File: config.mk
export PLATFORM = sky130hd
export DESIGN_NAME = axi4_to_pi1
export DESIGN_NICKNAME = d
export VERILOG_FILES = /design/src/rtl/axi4_pkg.sv /design/src/rtl/pi1_pkg.sv /design/src/rtl/axi4_burst_addr.sv /design/src/rtl/axi4_to_pi1.sv
export SDC_FILE = /design/constraint.sdc
export NUM_CORES = 1
export LEC_CHECK = 0
export ABC_AREA = 1
export ABC_CLOCK_PERIOD_IN_PS = 4700
export BUFFER_PORTS_ARGS = -buffer_cell sky130_fd_sc_hd__buf_2
export CAP_MARGIN = 20
export CORE_UTILIZATION = 28
export CTS_CLUSTER_DIAMETER = 60
export DETAILED_ROUTE_END_ITERATION = 7
export RECOVER_POWER = 100
export SLEW_MARGIN = 20
export SYNTH_ARGS = -nofsm -noshare
export SYNTH_HDL_FRONTEND = slang
export SYNTH_SLANG_ARGS = --single-unit
export TNS_END_PERCENT = 1
File: constraint.sdc
create_clock -name clk_i -period 4.7 [get_ports clk_i]
set_input_delay 1.175 -clock clk_i [delete_from_list [all_inputs] [get_ports clk_i]]
set_output_delay 1.175 -clock clk_i [all_outputs]
set_load 0.02 [all_outputs]
File: src/rtl/axi4_pkg.sv
// AXI4 burst-type and response encodings shared by the AXI4 bridges.
package axi4_pkg;

  localparam logic [1:0] BURST_FIXED = 2'b00;
  localparam logic [1:0] BURST_INCR  = 2'b01;
  localparam logic [1:0] BURST_WRAP  = 2'b10;

  localparam logic [1:0] RESP_OKAY   = 2'b00;
  localparam logic [1:0] RESP_SLVERR = 2'b10;

endpackage

File: src/rtl/pi1_pkg.sv
// PerInt (pi1) bus operation codes shared by pi1 masters and slaves.
package pi1_pkg;

  typedef enum logic [1:0] {
    PINOOP = 2'b00,
    PIWROP = 2'b01,
    PIRDOP = 2'b10,
    PIRWOP = 2'b11
  } pi1_op_e;

endpackage

File: src/rtl/axi4_burst_addr.sv
// Next beat address for an AXI4 burst, plus a flag for bursts the bridge
// cannot serve (WRAP, reserved type, or a beat wider than the bus).
module axi4_burst_addr
  import axi4_pkg::*;
#(
  parameter int ARCHBITSZ = 32
) (
  input  logic [ARCHBITSZ-1:0] addr,
  input  logic [2:0]           size,
  input  logic [1:0]           burst,
  output logic [ARCHBITSZ-1:0] next_addr,
  output logic                 err
);

  localparam logic [2:0] MAXSIZE = 3'($clog2(ARCHBITSZ/8));

  always_comb begin
    err       = (size > MAXSIZE) || !((burst == BURST_FIXED) || (burst == BURST_INCR));
    // Wraps modulo 2^ARCHBITSZ; 4KB crossings are the initiator's problem.
    next_addr = (burst == BURST_INCR) ? addr + (ARCHBITSZ'(1) << size) : addr;
  end

endmodule

File: src/rtl/axi4_to_pi1.sv
// AXI4 slave to pi1 master bridge: each burst is split into single-word pi1
// operations, one outstanding at a time, with reads and writes alternating.
module axi4_to_pi1
  import pi1_pkg::*;
  import axi4_pkg::*;
#(
  parameter int  ARCHBITSZ     = 32,
  parameter int  AXI4_ID_WIDTH = 4,
  localparam int CLOG2B        = $clog2(ARCHBITSZ/8),
  localparam int ADDRBITSZ     = ARCHBITSZ - CLOG2B
) (
  input  logic                     clk_i,
  input  logic                     rst_n_i,
  input  logic [AXI4_ID_WIDTH-1:0] axi4_awid_i,
  input  logic [ARCHBITSZ-1:0]     axi4_awaddr_i,
  input  logic [7:0]               axi4_awlen_i,
  input  logic [2:0]               axi4_awsize_i,
  input  logic [1:0]               axi4_awburst_i,
  input  logic                     axi4_awvalid_i,
  output logic                     axi4_awready_o,
  input  logic [ARCHBITSZ-1:0]     axi4_wdata_i,
  input  logic [ARCHBITSZ/8-1:0]   axi4_wstrb_i,
  input  logic                     axi4_wlast_i,
  input  logic                     axi4_wvalid_i,
  output logic                     axi4_wready_o,
  output logic [AXI4_ID_WIDTH-1:0] axi4_bid_o,
  output logic [1:0]               axi4_bresp_o,
  output logic                     axi4_bvalid_o,
  input  logic                     axi4_bready_i,
  input  logic [AXI4_ID_WIDTH-1:0] axi4_arid_i,
  input  logic [ARCHBITSZ-1:0]     axi4_araddr_i,
  input  logic [7:0]               axi4_arlen_i,
  input  logic [2:0]               axi4_arsize_i,
  input  logic [1:0]               axi4_arburst_i,
  input  logic                     axi4_arvalid_i,
  output logic                     axi4_arready_o,
  output logic [AXI4_ID_WIDTH-1:0] axi4_rid_o,
  output logic [ARCHBITSZ-1:0]     axi4_rdata_o,
  output logic [1:0]               axi4_rresp_o,
  output logic                     axi4_rlast_o,
  output logic                     axi4_rvalid_o,
  input  logic                     axi4_rready_i,
  output logic [1:0]               pi1_op_o,
  output logic [ADDRBITSZ-1:0]     pi1_addr_o,
  output logic [ARCHBITSZ-1:0]     pi1_data_o,
  input  logic [ARCHBITSZ-1:0]     pi1_data_i,
  output logic [ARCHBITSZ/8-1:0]   pi1_sel_o,
  input  logic                     pi1_rdy_i
);

  typedef enum logic [2:0] {
    IDLE, WR_ISSUE, WR_WAIT, WR_RESP, RD_ISSUE, RD_WAIT, RD_DATA
  } state_e;

  state_e                   state_q, state_d;
  logic [AXI4_ID_WIDTH-1:0] id_q;
  logic [ARCHBITSZ-1:0]     addr_q, addr_nxt;
  logic [7:0]               cnt_q;
  logic [2:0]               size_q;
  logic [1:0]               burst_q;
  logic                     last_wr_q, berr_q, burst_err;
  logic [ARCHBITSZ-1:0]     rdata_q;
  logic [1:0]               rresp_q;
  logic                     rlast_q;
  logic                     aw_acc, ar_acc, wr_skip, beat_done;
  logic                     unused_wlast;

  assign unused_wlast = axi4_wlast_i;

  axi4_burst_addr #(.ARCHBITSZ(ARCHBITSZ)) u_burst_addr (
    .addr      (addr_q),
    .size      (size_q),
    .burst     (burst_q),
    .next_addr (addr_nxt),
    .err       (burst_err)
  );

  // last_wr breaks ties: whichever direction did not go last wins.
  assign aw_acc  = rst_n_i && (state_q == IDLE) && axi4_awvalid_i && !(axi4_arvalid_i && last_wr_q);
  assign ar_acc  = rst_n_i && (state_q == IDLE) && axi4_arvalid_i && !(axi4_awvalid_i && !last_wr_q);
  assign wr_skip = burst_err || (axi4_wstrb_i == '0);

  assign beat_done = ((state_q == WR_ISSUE) && wr_skip && axi4_wvalid_i)
                  || ((state_q == WR_WAIT) && pi1_rdy_i)
                  || ((state_q == RD_DATA) && axi4_rready_i);

  assign pi1_addr_o    = addr_q[ARCHBITSZ-1:CLOG2B];
  assign axi4_bid_o    = id_q;
  assign axi4_rid_o    = id_q;
  assign axi4_bresp_o  = berr_q ? RESP_SLVERR : RESP_OKAY;
  assign axi4_bvalid_o = rst_n_i && (state_q == WR_RESP);
  assign axi4_rvalid_o = rst_n_i && (state_q == RD_DATA);
  assign axi4_rlast_o  = axi4_rvalid_o && rlast_q;
  assign axi4_rdata_o  = rdata_q;
  assign axi4_rresp_o  = rresp_q;

  always_comb begin
    state_d        = state_q;
    axi4_awready_o = 1'b0;
    axi4_arready_o = 1'b0;
    axi4_wready_o  = 1'b0;
    pi1_op_o       = PINOOP;
    pi1_sel_o      = '0;
    pi1_data_o     = '0;
    case (state_q)
      IDLE: begin
        axi4_awready_o = aw_acc;
        axi4_arready_o = ar_acc;
        if (aw_acc)      state_d = WR_ISSUE;
        else if (ar_acc) state_d = RD_ISSUE;
      end
      WR_ISSUE: begin
        pi1_sel_o  = axi4_wstrb_i;
        pi1_data_o = axi4_wdata_i;
        if (wr_skip) begin
          // Nothing to put on pi1: swallow the beat in place.
          axi4_wready_o = 1'b1;
          if (axi4_wvalid_i && (cnt_q == '0)) state_d = WR_RESP;
        end else begin
          axi4_wready_o = pi1_rdy_i;
          pi1_op_o      = axi4_wvalid_i ? PIWROP : PINOOP;
          if (axi4_wvalid_i && pi1_rdy_i) state_d = WR_WAIT;
        end
      end
      WR_WAIT:  if (pi1_rdy_i) state_d = (cnt_q == '0) ? WR_RESP : WR_ISSUE;
      WR_RESP:  if (axi4_bready_i) state_d = IDLE;
      RD_ISSUE: begin
        if (burst_err) state_d = RD_DATA;
        else begin
          pi1_op_o  = PIRDOP;
          pi1_sel_o = '1;
          if (pi1_rdy_i) state_d = RD_WAIT;
        end
      end
      RD_WAIT:  if (pi1_rdy_i) state_d = RD_DATA;
      RD_DATA:  if (axi4_rready_i) state_d = rlast_q ? IDLE : RD_ISSUE;
      default:  state_d = IDLE;
    endcase
    if (!rst_n_i) begin
      axi4_wready_o = 1'b0;
      pi1_op_o      = PINOOP;
    end
  end

  always_ff @(posedge clk_i) begin
    if (!rst_n_i) begin
      state_q   <= IDLE;
      last_wr_q <= 1'b1;
      id_q      <= '0;
      addr_q    <= '0;
      cnt_q     <= '0;
      size_q    <= '0;
      burst_q   <= '0;
      berr_q    <= 1'b0;
      rdata_q   <= '0;
      rresp_q   <= RESP_OKAY;
      rlast_q   <= 1'b0;
    end else begin
      state_q <= state_d;
      if (aw_acc) begin
        id_q      <= axi4_awid_i;
        addr_q    <= axi4_awaddr_i;
        cnt_q     <= axi4_awlen_i;
        size_q    <= axi4_awsize_i;
        burst_q   <= axi4_awburst_i;
        last_wr_q <= 1'b1;
        berr_q    <= 1'b0;
      end else if (ar_acc) begin
        id_q      <= axi4_arid_i;
        addr_q    <= axi4_araddr_i;
        cnt_q     <= axi4_arlen_i;
        size_q    <= axi4_arsize_i;
        burst_q   <= axi4_arburst_i;
        last_wr_q <= 1'b0;
      end
      if (beat_done && (cnt_q != '0)) begin
        cnt_q  <= cnt_q - 8'd1;
        addr_q <= addr_nxt;
      end
      if ((state_q == WR_ISSUE) && axi4_wvalid_i && burst_err) berr_q <= 1'b1;
      if ((state_q == RD_ISSUE) && burst_err) begin
        rdata_q <= '0;
        rresp_q <= RESP_SLVERR;
        rlast_q <= (cnt_q == '0);
      end
      if ((state_q == RD_WAIT) && pi1_rdy_i) begin
        rdata_q <= pi1_data_i;
        rresp_q <= RESP_OKAY;
        rlast_q <= (cnt_q == '0);
      end
    end
  end

endmodule
==> results of run 1 <==
==> cell usage in the layout, fill, tap and decap left out, types with 11 or more instances in the layout <==
master / n
nand2_1: 390
nor3_1: 17
clkbuf_1: 115
inv_1: 120
o21ai_0: 41
buf_2: 177
a31oi_1: 11
dfxtp_1: 88
a21oi_1: 81
nand3_1: 72
nor2_1: 114
==> tightest hold or removal path, delay by kind of cell (launching register included) <==
family	cells	cell delay, ps
flip-flops	1	310
AND/OR/NAND/NOR	1	60
AO/OA/AOI/OAI	1	50
==> Yosys cell counts, types with 6 or more instances <==
| cell | n |
|---|---|
| o21ai_0 | 39 |
| nand3_1 | 72 |
| inv_2 | 6 |
| ha_1 | 10 |
| nor2_1 | 112 |
| buf_2 | 17 |
| o21ai_1 | 9 |
| a31oi_1 | 11 |
| xor2_1 | 6 |
| a21oi_1 | 79 |
| nor3_1 | 16 |
| dfxtp_1 | 88 |
| nand2_1 | 389 |
| clkbuf_1 | 17 |
| buf_4 | 41 |
| inv_1 | 119 |
| nand4_1 | 8 |
==> logic make-up (layout without fill, tap and decap cells) <==
| kind of cell | count (synthesis) | in the layout | share of synthesized area [%] |
|---|---|---|---|
| buffers and inverters | 208 | 438 | 15.4 |
| adders and majority gates | 11 | 11 | 2.27 |
| xor gates and xnor gates | 7 | 7 | 0.960 |
| and+or+nand+nor | 628 | 628 | 41.4 |
| other | 1 | 2 | 0.0587 |
| DFF | 88 | 88 | 27.6 |
| AOI/OAI and AO/OA | 149 | 149 | 12.3 |
==> power by group through the flow <==
stage	combinational, mW	sequential [mW]	clock [mW]
CTS	1.61	1.07	0.791
global placement	1.59	1.08	0
global route	1.74	1.10	0.810
detailed placement	1.61	1.08	0
floorplan	1.26	1.05	0
finish	1.53	1.07	0.753
==> state kept, by name, indices dropped and copies added (netlist names) <==
signal        count
last_wr_q         1
size_q            3
state_q           3
axi4_bid_o        4
addr_q           32
berr_q            1
rlast_q           1
burst_q           2
cnt_q             8
axi4_rresp_o      1
axi4_rdata_o     32
==> per-stage QoR <==
step	std cells	setup WS [ps]	hold slack (ps)	utilization, %	power (mW)
5_1_grt	1603	574	479	35.5	3.65
3_3_place_gp	1587	1180	444	35.0	2.67
3_5_place_dp	1587	1160	452	35.0	2.69
6_report	1603	771	463	35.5	3.36
2_1_floorplan	1093	1270	429	-	2.31
4_1_cts	1603	1150	464	36.4	3.47
==> worst paths after layout <==
path,start,endpoint,depth (start not counted)
min reg2reg,axi4_rdata_o[7]$_SDFFE_PN0P_,axi4_rdata_o[7]$_SDFFE_PN0P_,2
min,axi4_rdata_o[7]$_SDFFE_PN0P_,axi4_rdata_o[7]$_SDFFE_PN0P_,2
max,rst_n_i,axi4_awready_o,5
max reg2reg,state_q[1]$_SDFFE_PN0P_,cnt_q[3]$_SDFFE_PN0P_,10
==> final cells by class <==
| class | instances | area (µm²) |
|---|---|---|
| fillers | 2540 | 14200 |
| multi-input cells | 797 | 3600 |
| flip-flops and latches | 88 | 1760 |
| repair buffers | 296 | 1350 |
| inverters | 126 | 473 |
| well taps | 280 | 350 |
| clock buffers | 9 | 225 |
| clock inverters | 7 | 81.3 |
==> layer usage <==
layer	GRT usage, %	up-vias	wire length, µm
met2	32.1	160	10200
met1	21.9	3148	9620
met3	3.32	22	884
li1	-	3846	-
met5	0	-	0
met4	4.57	0	274
==> reports/results.txt, run 1 <==
status: complete, but fails checks
failing checks: capacitance limit, slew limit
maximum vdd drop: 0.170 mV
Clock transition at path regs: 80 ps
Yosys warning total: 0
CP Max Fanout: 45
Detailed Route WL: 21000 µm
Rows: 54
crit start category: input port
CTS sink cnt: 88
mapped cell area: 6390 µm²
drt via density: 4.48
drt wl/cell: 13.1 µm
post-synth top area cell: dfxtp_1
starting density of the core: 28.9%
DR iter-0 viols: 323
crit path max-delay cell type: nor2_1
Flop pwr share: 31.9%
Yosys reg bits: 88
vias in the first global route: 6745
Design Area, Final: 7840 µm²
Worst EP required: 3520 ps
Synth async-reset ratio: 0%
R2R setup slack: 1360 ps
layout cells sized above 1: 16.5%
clock network power share: 22.4%
Synth cell types: 43
most area-consuming cells after synthesis: dfxtp_1, nand2_1, inv_1, nor2_1, a21oi_1
most used cell, CP: buf_2
Slew Viols, Final: 78
Top delay family on crit path: buffers and inverters
HP Class: register to register
CTS Hold Bufs: 0
vias post-DR: 7176
# diodes: 0
hpwl dp: 15800 µm
die height: 153 µm
P_leak: 3.86 nW
area delta synth->final: 22.8%
final net count: 1504
die width: 153 µm
Pint: 1.74 mW
DRC: 0
sw frac: 48.2%
Max Clk Rate: 0.255 GHz
DIE AREA: 23400 µm²
Post-DRT Antenna Nets: 0
H-tree level count: 3
postcts setup bufs: 0
CP bufs+invs: 3
first-pass GRT wire length: 33900 µm
Clk Tree Root Cell: clkbuf_16
Rel. slew slack: -18.5%
clk buf depth: 2
Fin Clk Skew: 13.7 ps
Worst-Skew Late Latency: 360 ps
largest net degree at the start of global routing: 49
sequential share of the synthesized area: 27.6%
detailed-router iteration count before antenna repair: 5
DP Area: 7730 µm²
TNS Setup: 0 ps
Cells after Synth: 1092
post-CTS resize count: 0
RD Place Congestion: 0.854
overall fraction of global-route tracks in use: 17.9%
endpoints failing hold: 0
MaxCap Viol Count: 2
core footprint: 22100 µm²
Logic pwr share: 45.6%
CTS tree: built
CP arrival: 2750 ps
unrepaired setup endpoints after global routing: false
number of port buffers: 289
post-synth top area share: 27.6%
number of flops mapped to enable cells by yosys: 0
fin crit period: 3930 ps
Critical Path Sink Type: output port
crit path cell chain: buf_2 > buf_4 > nand3_4 > nor2_1 > buf_2
Top Ports: 293
crit-path max cell delay: 610 ps
worst slew pin tran: 1770 ps
syn avg cell area: 5.85 µm²
worst setup path category: input port to output port
final worst-path cycle share: 83.6%
gr ovfl total: 0
initial antenna violation count: 0
Sw Pwr: 1.62 mW
Synth Flop Type: dfxtp_1
final setup fails: 0
cts bufs inserted: 9
PwrDens: 428 nW/µm²
Power figures use the tool's default switching activity.
==> run 2: changes to the inputs <==
ABC_AREA = 0   (was 1)
ABC_CLOCK_PERIOD_IN_PS = 3300   (was 4700)
clock period = 3.3 ns   (was 4.7 ns; I/O delays follow)
==> run 2 against run 1 <==
  * Sequential share of layout area up 1.4 points
  * Clock skew down 6.4 ps
  * Combinational power up 35%
  * Non-clock buffer count up 18
  * Critical path type is now register to output port
  * The flow now finishes without violations
  * Critical endpoint is now pi1_data_o[3]
  * Via count down 9.5%
  * Die area down 9.1%
==> reports/results.txt, run 2 <==
status: finished, final reports clean
Post-DRT Antenna Nets: 0
P_leak: 3.14 nW
TNS Setup: 0 ps
crit start category: register
gr ovfl total: 0
CTS sink cnt: 88
Worst-Skew Late Latency: 350 ps
HP Class: register to register
starting density of the core: 28.6%
PwrDens: 624 nW/µm²
Yosys warning total: 0
Rel. slew slack: 25.0%
initial antenna violation count: 2
Worst EP required: 2470 ps
overall fraction of global-route tracks in use: 19.3%
area delta synth->final: 27.3%
syn avg cell area: 7.52 µm²
largest net degree at the start of global routing: 51
Synth cell types: 83
Placement Setup Slack: 334 ps
sw frac: 45.6%
detailed-router iteration count before antenna repair: 4
CP arrival: 2240 ps
Synth Flop Type: dfxtp_1
worst slew pin tran: 1120 ps
drt via density: 5.08
unrepaired setup endpoints after global routing: false
CP Max Fanout: 40
sequential share of the synthesized area: 30.4%
clock network power share: 22.5%
commonest non-fill, non-tap cell in the layout: buf_2
H-tree level count: 3
DRC: 0
worst setup path category: register to output port
final net count: 1190
first-pass GRT wire length: 32800 µm
endpoints failing hold: 0
most common cell in the netlist: nand2_1
vias in the first global route: 6095
number of port buffers: 289
most area-consuming cells after synthesis: dfxtp_1, nand2_1, buf_4, a21oi_1, nor2_1
DR iter-0 viols: 307
MaxCap Viol Count: 0
final worst-path cycle share: 92.8%
CTS Hold Bufs: 0
post-synth top area share: 30.4%
hpwl dp: 15200 µm
maximum vdd drop: 0.260 mV
core footprint: 20300 µm²
fin crit period: 3060 ps
# diodes: 0
drt wl/cell: 16.3 µm
Flop pwr share: 32.6%
Rows: 52
number of flops mapped to enable cells by yosys: 0
RD Place Congestion: 0.829
cts bufs inserted: 9
post-CTS resize count: 0
vias post-DR: 6491
most frequent cells in the layout: buf_2, nand2_1, clkbuf_1
slack of the critical path: 239 ps
Detailed Route WL: 20900 µm
Synth async-reset ratio: 0%
Pint: 2.51 mW
Cells after Synth: 771
Synth top cells by count: nand2_1, dfxtp_1, nor2_1
Critical Path Sink Type: output port
mapped cell area: 5800 µm²
clk buf depth: 2
die width: 146 µm
final setup fails: 0
postcts setup bufs: 0
Top Ports: 293
CTS tree: built
Slew Viols, Final: 0
Yosys reg bits: 88
Max Clk Rate: 0.327 GHz
Sw Pwr: 2.10 mW
layout cells sized above 1: 23.9%
Logic pwr share: 44.8%
post-synth top area cell: dfxtp_1
die height: 146 µm
DIE AREA: 21300 µm²
Clock transition at path regs: 80 ps
Clk Tree Root Cell: clkbuf_16
Fin Clk Skew: 7.33 ps
## run 2: power by group through the flow
stage	sequential, mW	clock, mW	combinational, mW
after floorplan	1.44	0	1.63
after global placement	1.52	0	2.15
after detailed placement	1.52	0	2.17
after CTS	1.50	1.07	2.18
after global routing	1.54	1.11	2.28
final	1.50	1.04	2.07
## run 2: cell type report
| class | instances | area [µm²] |
|---|---|---|
| inverter | 8 | 30.0 |
| clock inverter | 7 | 61.3 |
| sequential | 88 | 1760 |
| clock buffer | 9 | 225 |
| tap | 270 | 338 |
| multi-input combinational | 583 | 3470 |
| fill | 2244 | 12900 |
| timing repair buffer | 314 | 1500 |
## run 2: worst max-delay path: stages, from the launching register on
cell,delay [ps]
dfxtp_1,670
nor3b_1,410
buf_4,380
and2_1,180
clkbuf_1,240
## run 2: cell families (layout without fill, tap and decap cells)
group	count (synthesis)	count (layout)	synth area share, %
adders and majority gates	11	11	2.50
other	1	2	0.0647
and+or+nand+nor	338	338	28.4
DFF	88	88	30.4
AOI/OAI and AO/OA	216	216	26.5
buffers and inverters	101	338	9.49
muxes	11	11	1.96
xor gates and xnor gates	5	5	0.755
## run 2: through the flow
step	cell area, µm²	hold WS (ps)	utilization [%]	std cells	total power, mW
after floorplan	5800	441	-	772	3.07
after global placement	7280	452	35.8	1263	3.67
after detailed placement	7280	458	35.8	1263	3.69
after CTS	7560	469	37.3	1279	4.75
after global routing	7380	502	36.4	1279	4.94
final	7380	469	36.4	1279	4.61
## run 2: final timing paths
check | endpoint | slack (ps) | from | cells past startpoint
setup / recovery | pi1_data_o[3] | 240 | state_q[0]$_SDFFE_PN0P_ | 4
hold / removal | addr_q[0]$_SDFFE_PN0P_ | 470 | addr_q[0]$_SDFFE_PN0P_ | 2
setup reg to reg | addr_q[26]$_SDFFE_PN0P_ | 340 | size_q[1]$_SDFFE_PN0P_ | 10
hold reg to reg | addr_q[0]$_SDFFE_PN0P_ | 470 | addr_q[0]$_SDFFE_PN0P_ | 2
## run 2: layer usage
layer  routed length, µm  up-vias  track usage [%]
met1                9280     2992             24.3
met2                9920      240             33.1
met5                  24        -                0
li1                    -     3237                -
met3                1450       18             4.95
met4                 183        4             3.84
==> run 3: changes to the inputs <==
--- a/config.mk
+++ b/config.mk
@@ -8,3 +8,3 @@
 export ABC_AREA = 0
-export ABC_CLOCK_PERIOD_IN_PS = 3300
+export ABC_CLOCK_PERIOD_IN_PS = 2900
 export BUFFER_PORTS_ARGS = -buffer_cell sky130_fd_sc_hd__buf_2
==> constraint.sdc (replaced) <==
create_clock -name clk_i -period 2.9 [get_ports clk_i]
set_input_delay 0 -clock clk_i [delete_from_list [all_inputs] [get_ports clk_i]]
set_output_delay 0 -clock clk_i [all_outputs]
set_load 0.02 [all_outputs]
==> run 3 against run 2 <==
  * First-iteration DRC count shrank 17%
  * Die area is the same
  * Utilization grew 3.0 points
  * Clock power grew 9.6%
  * Critical endpoint is now size_q[0]$_SDFFE_PN0P_
  * Largest cell class unchanged
  * Largest power group unchanged
==> reports/results.txt, run 3 (same netlist as run 2, synthesis figures left out) <==
crit start category: input port
Pint: 2.99 mW
P_leak: 3.42 nW
final net count: 1253
Design Area, Final: 7990 µm²
Worst-Skew Late Latency: 360 ps
commonest non-fill, non-tap cell in the layout: buf_2
first-pass GRT wire length: 33100 µm
vias post-DR: 6680
Worst EP required: 3130 ps
placed instance count: 1273
clock network power share: 21.2%
fin crit period: 2720 ps
status: finished, final reports clean
Placement Setup Slack: 203 ps
Clk Tree Root Cell: clkbuf_16
Hold Path Stages: 4
Hold Path Origin: axi4_awaddr_i[23]
maximum vdd drop: 0.338 mV
area delta synth->final: 37.7%
Max Clk Rate: 0.367 GHz
DR iter-0 viols: 256
slack of the critical path: 178 ps
minimum hold slack: 31.7 ps
DP Area: 7350 µm²
initial antenna violation count: 2
core footprint: 20300 µm²
drt wl/cell: 15.9 µm
detailed-router iteration count before antenna repair: 5
die height: 146 µm
Total Power: 5.38 mW
Flop pwr share: 30.4%
MaxCap Viol Count: 0
R2R Path End: addr_q[26]$_SDFFE_PN0P_
Worst R2R Path Depth: 9
gr ovfl total: 0
overall fraction of global-route tracks in use: 19.5%
final worst-path cycle share: 93.9%
final setup fails: 0
R2R setup slack: 190 ps
CP arrival: 2950 ps
worst slew pin tran: 1060 ps
worst setup path category: input port to register
most frequent cells in the layout: buf_2, nand2_1, clkbuf_1
CP Max Fanout: 47
hpwl dp: 15500 µm
sw frac: 44.5%
number of port buffers: 289
Reg2Reg Launch Point: size_q[1]$_SDFFE_PN0P_
postcts setup bufs: 0
Rows: 52
CTS tree: built
Top Ports: 293
DRC: 0
# fillers: 2201
Sw Pwr: 2.39 mW
DIE AREA: 21300 µm²
vias in the first global route: 6283
PwrDens: 673 nW/µm²
CTS sink cnt: 88
Fin Clk Skew: 13.2 ps
Post-DRT Antenna Nets: 0
multi-input logic area: 3480 µm²
starting density of the core: 28.6%
H-tree level count: 3
TNS Setup: 0 ps
endpoints failing hold: 0
unrepaired setup endpoints after global routing: false
Logic pwr share: 48.4%
Clock transition at path regs: 70 ps
clk buf depth: 2
Final Core Density: 39.3%
die width: 146 µm
Post-Layout Cell Count: 1344
Rel. slew slack: 29.2%
drt via density: 4.97
Hold Path End: addr_q[23]$_SDFFE_PN0P_
largest net degree at the start of global routing: 51
Detailed Route WL: 21300 µm
Slew Viols, Final: 0
layout cells sized above 1: 23.5%
RD Place Congestion: 0.822
cts bufs inserted: 9
Critical Path Sink Type: register
HP Class: input port to register
Reg area: 1760 µm²
==> run 3: cell types whose count changed in the layout (fill, tap and decap cells not counted), sizes merged <==
cell | previous run | this run
dlygate4sd3 | 0 | 53
clkinv | 1 | 2
clkbuf | 117 | 122
inv | 13 | 11
buf | 206 | 212
diode | 0 | 2
==> run 3: worst max path at each step <==
stage                                 startpoint                 endpoint  slack, ps  depth (start not counted)
after floorplan           size_q[0]$_SDFFE_PN0P_  addr_q[23]$_SDFFE_PN0P_        190                         10
after global placement    size_q[0]$_SDFFE_PN0P_  addr_q[26]$_SDFFE_PN0P_        250                         10
after detailed placement  size_q[1]$_SDFFE_PN0P_  addr_q[26]$_SDFFE_PN0P_        200                          9
after CTS                 size_q[1]$_SDFFE_PN0P_  addr_q[26]$_SDFFE_PN0P_        190                          9
after global routing      size_q[0]$_SDFFE_PN0P_  addr_q[26]$_SDFFE_PN0P_          4                         10
final                                    rst_n_i   size_q[0]$_SDFFE_PN0P_        180                          7
==> run 3: what timing repair did <==
action                                  4_1_cts  5_1_grt
endpoints found under the setup margin        0        7
hold buffers                                 53        0
hold endpoints to repair                     44        0
resized for setup                             0        1
==> run 3: power by group through the flow <==
stage	Clock, mW	Combinational, mW	Sequential, mW
final	1.14	2.60	1.64
after global routing	1.22	2.85	1.67
after CTS	1.17	2.72	1.63
after detailed placement	0	2.61	1.66
after global placement	0	2.60	1.65
after floorplan	0	1.85	1.64
==> run 3: final cells by class <==
type	instances	share of cell area (%)
repair buffers	377	26.2
flip-flops and latches	88	22.1
clock buffers	10	2.87
multi-input cells	583	43.6
clock inverters	6	0.642
well taps	270	4.23
inverters	8	0.376
diodes	2	0.0627
==> run 3: per-layer routing <==
| metal | track usage [%] | wire length [µm] | part of all wire [%] |
|---|---|---|---|
| met5 | 0 | 0 | 0 |
| met4 | 4.21 | 231 | 1.1 |
| met3 | 5.27 | 1560 | 7.3 |
| met2 | 34.0 | 10100 | 48 |
| met1 | 23.8 | 9400 | 44 |
==> run 3: worst max-delay path: stages <==
cell and delay (ps):
dlygate4sd3_1 530, clkbuf_1 210, clkbuf_2 390, inv_2 580, buf_4 550, a311oi_1 80
dlygate4sd3_1 580
